### config.mk
export PLATFORM = sky130hd
export DESIGN_NAME = qspi_stream_arbiter
export DESIGN_NICKNAME = d
export VERILOG_FILES = /design/src/rtl/qspi_stream_arbiter.sv
export SDC_FILE = /design/constraint.sdc
export NUM_CORES = 1
export LEC_CHECK = 0
export CAP_MARGIN = 20
export CORE_MARGIN = 5
export CORE_UTILIZATION = 45
export CTS_CLUSTER_SIZE = 30
export DETAILED_ROUTE_END_ITERATION = 8
export GPL_TIMING_DRIVEN = 1
export HOLD_SLACK_MARGIN = 0.05
export PLACE_DENSITY = 0.94
export SYNTH_ARGS = -nofsm -noshare
export SYNTH_HDL_FRONTEND = slang
export SYNTH_SLANG_ARGS = --single-unit
export TNS_END_PERCENT = 50
### constraint.sdc
create_clock -name clk -period 4.78 [get_ports clk]
set_input_delay 0.478 -clock clk [delete_from_list [all_inputs] [get_ports clk]]
set_output_delay 0.478 -clock clk [all_outputs]
set_load 0.01 [all_outputs]
### src/rtl/qspi_stream_arbiter.sv
// Round-robin sharing of one QSPI read device between two streaming requesters,
// with a resumable word pointer per port and preemption after MAX_BURST words.
module qspi_stream_arbiter #(
  parameter int unsigned MAX_BURST = 128
) (
  input  logic        clk,
  input  logic        rst,
  input  logic        enable,
  input  logic        r0_start,
  input  logic [23:0] r0_address,
  input  logic        r0_req,
  output logic        r0_grant,
  output logic        r0_dataValid,
  output logic [23:0] r0_pointer,
  input  logic        r1_start,
  input  logic [23:0] r1_address,
  input  logic        r1_req,
  output logic        r1_grant,
  output logic        r1_dataValid,
  output logic [23:0] r1_pointer,
  output logic [31:0] readData,
  output logic [23:0] qspi_address,
  output logic        qspi_changeAddress,
  output logic        qspi_requestData,
  input  logic [31:0] qspi_readData,
  input  logic        qspi_readDataValid,
  input  logic        qspi_initialised,
  input  logic        qspi_busy
);
  localparam int unsigned CW = $clog2(MAX_BURST + 1);

  typedef enum logic [1:0] {IDLE, CHANGE, STREAM, DRAIN} state_t;

  state_t        state;
  logic          owner;
  logic          last_owner;
  logic [23:0]   ptr0;
  logic [23:0]   ptr1;
  logic [1:0]    restart;
  logic [1:0]    grant;
  logic [CW-1:0] word_count;
  logic [CW:0]   count_inc;
  logic          run;
  logic          own_req;
  logic          other_req;
  logic          own_start;
  logic          word_ok;
  logic          burst_done;
  logic          stream_exit;
  logic          pick;

  always_comb begin
    run         = enable && qspi_initialised;
    own_req     = owner ? r1_req : r0_req;
    other_req   = owner ? r0_req : r1_req;
    own_start   = owner ? r1_start : r0_start;
    // Late words after a restart belong to the abandoned stream and are dropped.
    word_ok     = run && qspi_readDataValid &&
                  ((state == STREAM) || ((state == DRAIN) && !restart[owner]));
    count_inc   = {1'b0, word_count} + {{CW{1'b0}}, word_ok};
    burst_done  = count_inc >= (CW + 1)'(MAX_BURST);
    stream_exit = !own_req || (other_req && burst_done) || own_start;
    pick        = (r0_req && r1_req) ? !last_owner : r1_req;
  end

  assign r0_dataValid       = word_ok && !owner;
  assign r1_dataValid       = word_ok && owner;
  assign r0_grant           = grant[0];
  assign r1_grant           = grant[1];
  assign r0_pointer         = ptr0;
  assign r1_pointer         = ptr1;
  assign readData           = qspi_readData;
  assign qspi_address       = owner ? ptr1 : ptr0;
  // Combinational so the pulse can never coincide with a busy device.
  assign qspi_changeAddress = run && (state == CHANGE) && !qspi_busy;

  always_ff @(posedge clk) begin
    if (rst) begin
      ptr0 <= '0;
      ptr1 <= '0;
    end else begin
      if (r0_start)          ptr0 <= r0_address & 24'hFFFFFC;
      else if (r0_dataValid) ptr0 <= ptr0 + 24'd4;
      if (r1_start)          ptr1 <= r1_address & 24'hFFFFFC;
      else if (r1_dataValid) ptr1 <= ptr1 + 24'd4;
    end
  end

  always_ff @(posedge clk) begin
    if (rst) begin
      state            <= IDLE;
      owner            <= 1'b0;
      last_owner       <= 1'b1;
      restart          <= '0;
      word_count       <= '0;
      grant            <= '0;
      qspi_requestData <= 1'b0;
    end else if (!run) begin
      state            <= IDLE;
      grant            <= '0;
      restart          <= '0;
      qspi_requestData <= 1'b0;
    end else begin
      case (state)
        IDLE: begin
          if (r0_req || r1_req) begin
            owner      <= pick;
            grant      <= pick ? 2'b10 : 2'b01;
            word_count <= '0;
            state      <= CHANGE;
          end
        end
        CHANGE: begin
          if (!qspi_busy) begin
            state            <= STREAM;
            qspi_requestData <= 1'b1;
          end
        end
        STREAM: begin
          word_count <= burst_done ? CW'(MAX_BURST) : count_inc[CW-1:0];
          if (stream_exit) begin
            state            <= DRAIN;
            qspi_requestData <= 1'b0;
            if (own_start) restart[owner] <= 1'b1;
          end
        end
        DRAIN: begin
          if (!qspi_busy && !qspi_readDataValid) begin
            state          <= IDLE;
            last_owner     <= owner;
            restart[owner] <= 1'b0;
            grant          <= '0;
          end
        end
        default: state <= IDLE;
      endcase
    end
  end
endmodule

== Word-level counts from Yosys, hierarchy flattened ==
Cells that the tools add are included.
Operators by class
  add/sub/neg operators: 3
  magnitude comparators: 3
  equal/unequal tests: 8
  mux-type cells: 31
  bitwise operators: 4
  reduce and logical (&&, ||, !) cells: 39
Operators with widths (number)
  $mux 24: 5
  $add 24x3->24 const B: 2
  $mux 2: 9
  $mux 8: 2
  $pmux 8 s2: 1
  $reduce_and 3->1: 5
  $logic_and 1x1->1: 12
  $reduce_bool 2->1: 6
  $add 8x1->9: 1
  $ge 9x8->1 const B: 1
  $mux 1: 9
  $ne 2x2->1 const B: 4
  $pmux 2 s2: 2
  $pmux 2 s4: 1
  $reduce_and 4->1: 2
  $logic_not 1->1: 6
  $reduce_or 2->1: 3
  $eq 2x2->1 const B: 2
  $logic_or 1x1->1: 4
  $and 2x2->2: 1
  $eq 2x1->1 const B: 1
  $logic_not 2->1: 1
  $lt 1x2->1 const B: 1
  $ne 2x1->1 const B: 1
  other kinds (6): 6
Storage, ports and cells
  register bits: 65
  bits of input ports: 90
  output and inout bits: 110
  logic and storage cells: 99

== Logic depth before layout (Yosys ltp) ==
  word-level depth: 13
  gate-level depth with buffers: 13
  gate-level depth less buffers: 11

== Worst setup path after synthesis ==
Ideal clock, no wire load.
  kind: reg2reg
  from: register state[0]
  to: register state[0]
  setup time: 91 ps
  arrival: 2711 ps
  required time: 4689 ps
  slack: 1978 ps
  cell stages (with the launch flop): 14
  buffers on the path: 3
  clock period less this slack: 2802 ps
  path through: dfxtp_1 inv_1 ha_1 clkbuf_1 buf_2 a21oi_1 nor3b_1 ha_1 and4_1 clkbuf_1 a21oi_1 o31ai_2 a21oi_1 a311oi_1
Between the ends
  longest elaborated chain between the ends: 11
  elaborated cells on any way between the ends: 18
  classes of those cells: add/sub: 1; order compare: 1; eq/ne: 7; mux: 1; reduce/logical: 8
RTL lines
  from (decl): RTL line 34  | state_t state;
  from (signal assigned): RTL line 91  | state <= IDLE;
  from (signal assigned): RTL line 99  | state <= IDLE;
  from (signal assigned): RTL line 110  | state <= CHANGE;
  $eq 2x2->1: RTL line 59, 104
  $logic_and 1x1->1: RTL line 59  | ((state == STREAM) || ((state == DRAIN) && !restart[owner]));
  $logic_or 1x1->1: RTL line 59
  $logic_and 1x1->1: RTL line 58  | word_ok = run && qspi_readDataValid &&
  $add 8x1->9: RTL line 60  | count_inc = {1'b0, word_count} + {{CW{1'b0}}, word_ok};
  $ge 9x8->1: RTL line 61  | burst_done = count_inc >= (CW + 1)'(MAX_BURST);
  $logic_and 1x1->1: RTL line 62  | stream_exit = !own_req || (other_req && burst_done) || own_start;
  $logic_or 1x1->1 (2 in a row): RTL line 62
  $ne 2x2->1 (no line)
  $reduce_and 4->1 (no line)
Parallel ways exist; a longest one is shown, timed or not.
A chain may end at the register's enable or synchronous reset.

== Worst setup path after layout ==
Same ends and word-level chain as after synthesis.

==> run metrics <==
Final Setup Violations=0; critical path, cell by cell=inv_1 > ha_1 > a21oi_1 > nor3b_1 > ha_1 > ha_1 > and4b_1 > o31ai_2 > a21oi_1 > a311oi_1; reg2reg end=state[0]; leakage power=1.86 nW; top_reg_cell synth=dfxtp_1; Max Cap Viol=0; sum of buffers and inverters on the critical path=1; total CTS buffers=9; Syn Area/Cell=8.09 µm²; Worst Tran Pin Value=roughly 1000 ps; hold endpoint=word_count[0]; core area=0.00906 mm²; Pwr Total=1.36 mW; Antenna Cells=0; drt drc=0; Die ar.=0.0112 mm²; CP Max Fanout=23; CP max stage cell=ha_1; initial core utilization=0.455; GP Congestion=between 0.9 and 1; reg-to-reg startpoint=state[0]; Worst EP arrival=3570 ps; post-synthesis compound-gate area fraction=0.185; Seq/Total Area, Yosys=0.296; Setup TNS=0 ps; first drt pass iteration count=5; Detail Route Antenna Nets=0; Initial DRC Count=199; Worst IR Drop VDD=145 µV; Cells on Worst Hold Path=2; combinational family with the most area after synthesis=simple AND/OR/NAND/NOR gates; Cell Area, Synth=between 0.004 and 0.005 mm²; Die H=106 µm; clk_skew=6.35 ps; CP max stage delay=700 ps; # Post-CTS Setup Buffers=0; wire per inst=17.9 µm; fmax=roughly 300 MHz; placed wire-length estimate=between 9 and 10 mm; # rows=35; CTS-repair resized insts=0; Vias/cell=between 5 and 6; Syn. warnings=0; fraction of layout cells with a size suffix above 1=0.0966; vias post-DR=4130; Worst Setup End Kind=flip-flop; CTS Buffer Depth=2; CP startpoint kind=flip-flop; WL met1=between 5 and 6 mm; flop-to-flop setup slack=1460 ps; FFs w/ async S/R, synth=0; vias in the first global route=between 4000 and 5000; global-route wire length before repair=20.3 mm; metal3 WL=896 µm; post-route minimum period=3320 ps; hold-fix buffer count after cts=0; status=complete, no violations; most frequent CP cell=ha_1; Layout area overhead=30.3%; CP top delay family=adder cells; number of flops mapped to enable cells by yosys=0; flops & latches, synth=61; Top Layer Used=met4; Die X=106 µm; initial antenna violation count=0; Mapped Cells=510; Crit Path Class=reg2reg; CTS tree=done; Pwr Density=254 mW/mm²; HP Start=word_count[0]; Max Slew Vio Count=0; largest net degree at the start of global routing=60; Met2 Routed Length=6.19 mm; mux contribution to synthesized area=0.0616; slew margin rel.=0.333; unrepaired setup endpoints after global routing=false; Adder-Cell Fraction of Synth Area=0.0243; clock sinks=61; reg2reg path depth=10; Post-Synth XOR/XNOR Area=0.0658; port bufs=125; Final Net Count=683; Unique masters post-synth=58; Final Cycle Share=0.694; post-synthesis simple-gate area fraction=0.250; # IOs=200; WP data required=5030 ps; Clk Latency, worst-skew pair=between 300 and 400 ps; GRT Total Usage=0.223; CTS root buf=clkbuf_8; H-Tree Level Count=3; HP Class=reg2reg; final hold vios=0; final WL=12.6 mm; grt total ovfl=0; CTS clk-pin slew, worst paths=70 ps
-- kinds of logic (layout without fill, tap and decap cells) --
| group | after synthesis | after routing |
|---|---|---|
| other cells | 1 | 6 |
| fa+ha+maj | 8 | 8 |
| buf+inv | 84 | 159 |
| mux | 23 | 23 |
| simple gates | 186 | 186 |
| flops | 61 | 61 |
| xor+xnor | 31 | 31 |
| compound gates | 116 | 116 |
-- per-layer routing --
metal	up-vias	GRT usage
met5	-	0
met4	0	0.105
met3	31	0.0386
met2	201	0.374
met1	1956	0.276
li1	1942	-
-- worst min-delay path, stage by stage, from the launching register on --
cell and delay [ps]:
dfxtp_1 320, nand2_1 50, a21oi_1 50
-- worst max path at each step --
| stage | cells past startpoint | endpoint | slack, ps | start |
|---|---|---|---|---|
| after floorplan | 13 | state[0] | 1980 | state[0] |
| after global placement | 10 | state[0] | 1700 | state[0] |
| after detailed placement | 10 | state[0] | 1560 | state[0] |
| after CTS | 10 | state[0] | 1480 | state[0] |
| after global routing | 10 | state[0] | 1250 | state[0] |
| final | 10 | state[0] | 1460 | state[0] |
-- cells in the mapped netlist, types with 2 or more instances --
cell       instances  area share
a211oi_1          18       0.033
a21o_1             2      0.0036
a21oi_1           33       0.040
a22oi_1            2      0.0036
a311oi_1          11       0.023
and2_1             2      0.0030
and3_1             7       0.011
and3_2             2      0.0036
and4_1             5       0.011
and4b_1            2      0.0049
buf_2              5      0.0061
buf_4             38       0.069
buf_6              2      0.0055
clkbuf_1          23       0.021
dfxtp_1           61        0.30
ha_1               8       0.024
inv_1             14       0.013
mux2_2            19       0.052
mux2i_1            4      0.0097
nand2_1           42       0.038
nand2b_1           5      0.0076
nand3_1           18       0.022
nand3_2            2      0.0049
nand4_1            5      0.0076
nand4b_1           4      0.0085
nor2_1            39       0.035
nor2b_1            3      0.0046
nor3_1            14       0.017
nor3_2             4      0.0097
nor3b_1            5      0.0091
nor4_1             6      0.0091
nor4_2             2      0.0061
nor4b_1            2      0.0042
o2111ai_1          2      0.0042
o211ai_1           8       0.015
o21a_1             3      0.0055
o21ai_0           24       0.029
o21bai_1           6       0.011
or2_2              2      0.0030
or3_1              9       0.014
xnor2_1           28       0.059
xor2_1             3      0.0064
-- power breakdown --
| part | switching [mW] | internal (mW) | leakage, nW |
|---|---|---|---|
| clock network | 0.210 | 0.321 | 0.116 |
| registers | 0.0433 | 0.534 | 0.502 |
| logic | 0.109 | 0.147 | 1.24 |
-- state kept, by name (all words and copies together), names as in the netlist, named ones only --
signal	count
grant	2
last_owner	1
owner	1
qspi_requestData	1
r0_pointer	22
r1_pointer	22
state	2
word_count	8
-- through the flow --
step | cells | util | setup WS, ps | instance area, µm² | hold WS (ps)
after global routing | 701 | 0.593 | 1250 | 5370 | 499
final | 701 | 0.593 | 1460 | 5370 | 465
after floorplan | 515 | - | 1980 | 4140 | 436
after global placement | 684 | 0.565 | 1700 | 5120 | 447
after detailed placement | 684 | 0.565 | 1560 | 5120 | 455
after CTS | 700 | 0.590 | 1480 | 5350 | 464
-- placed cells by master (no fill, tap or decap), drive strengths merged, types with 3 or more instances in the layout --
| cell type | n |
|---|---|
| nor2b | 3 |
| nor3b | 5 |
| o211ai | 8 |
| nand3 | 20 |
| o2111ai | 3 |
| xor2 | 3 |
| o21bai | 6 |
| a211oi | 19 |
| nand4b | 4 |
| buf | 4 |
| a311oi | 11 |
| ha | 8 |
| nand4 | 5 |
| mux2 | 19 |
| o21a | 3 |
| nand2 | 42 |
| or3 | 9 |
| inv | 15 |
| clkbuf | 12 |
| nand2b | 5 |
| conb | 6 |
| a21oi | 33 |
| dfxtp | 61 |
| o21ai | 25 |
| nor3 | 18 |
| and4 | 6 |
| clkdlybuf4s50 | 124 |
| nor2 | 39 |
| and3 | 9 |
| nor4 | 9 |
| mux2i | 4 |
| xnor2 | 28 |
-- area by class of cell --
type,instances,area [µm²]
multi-input combinational,370,2440
inverter,15,56.3
clock buffer,12,155
fill,773,3690
clock inverter,4,70.1
timing repair buffer,128,1290
sequential,61,1220
tap,111,139
Note: power is estimated with default switching activity, not from simulation.
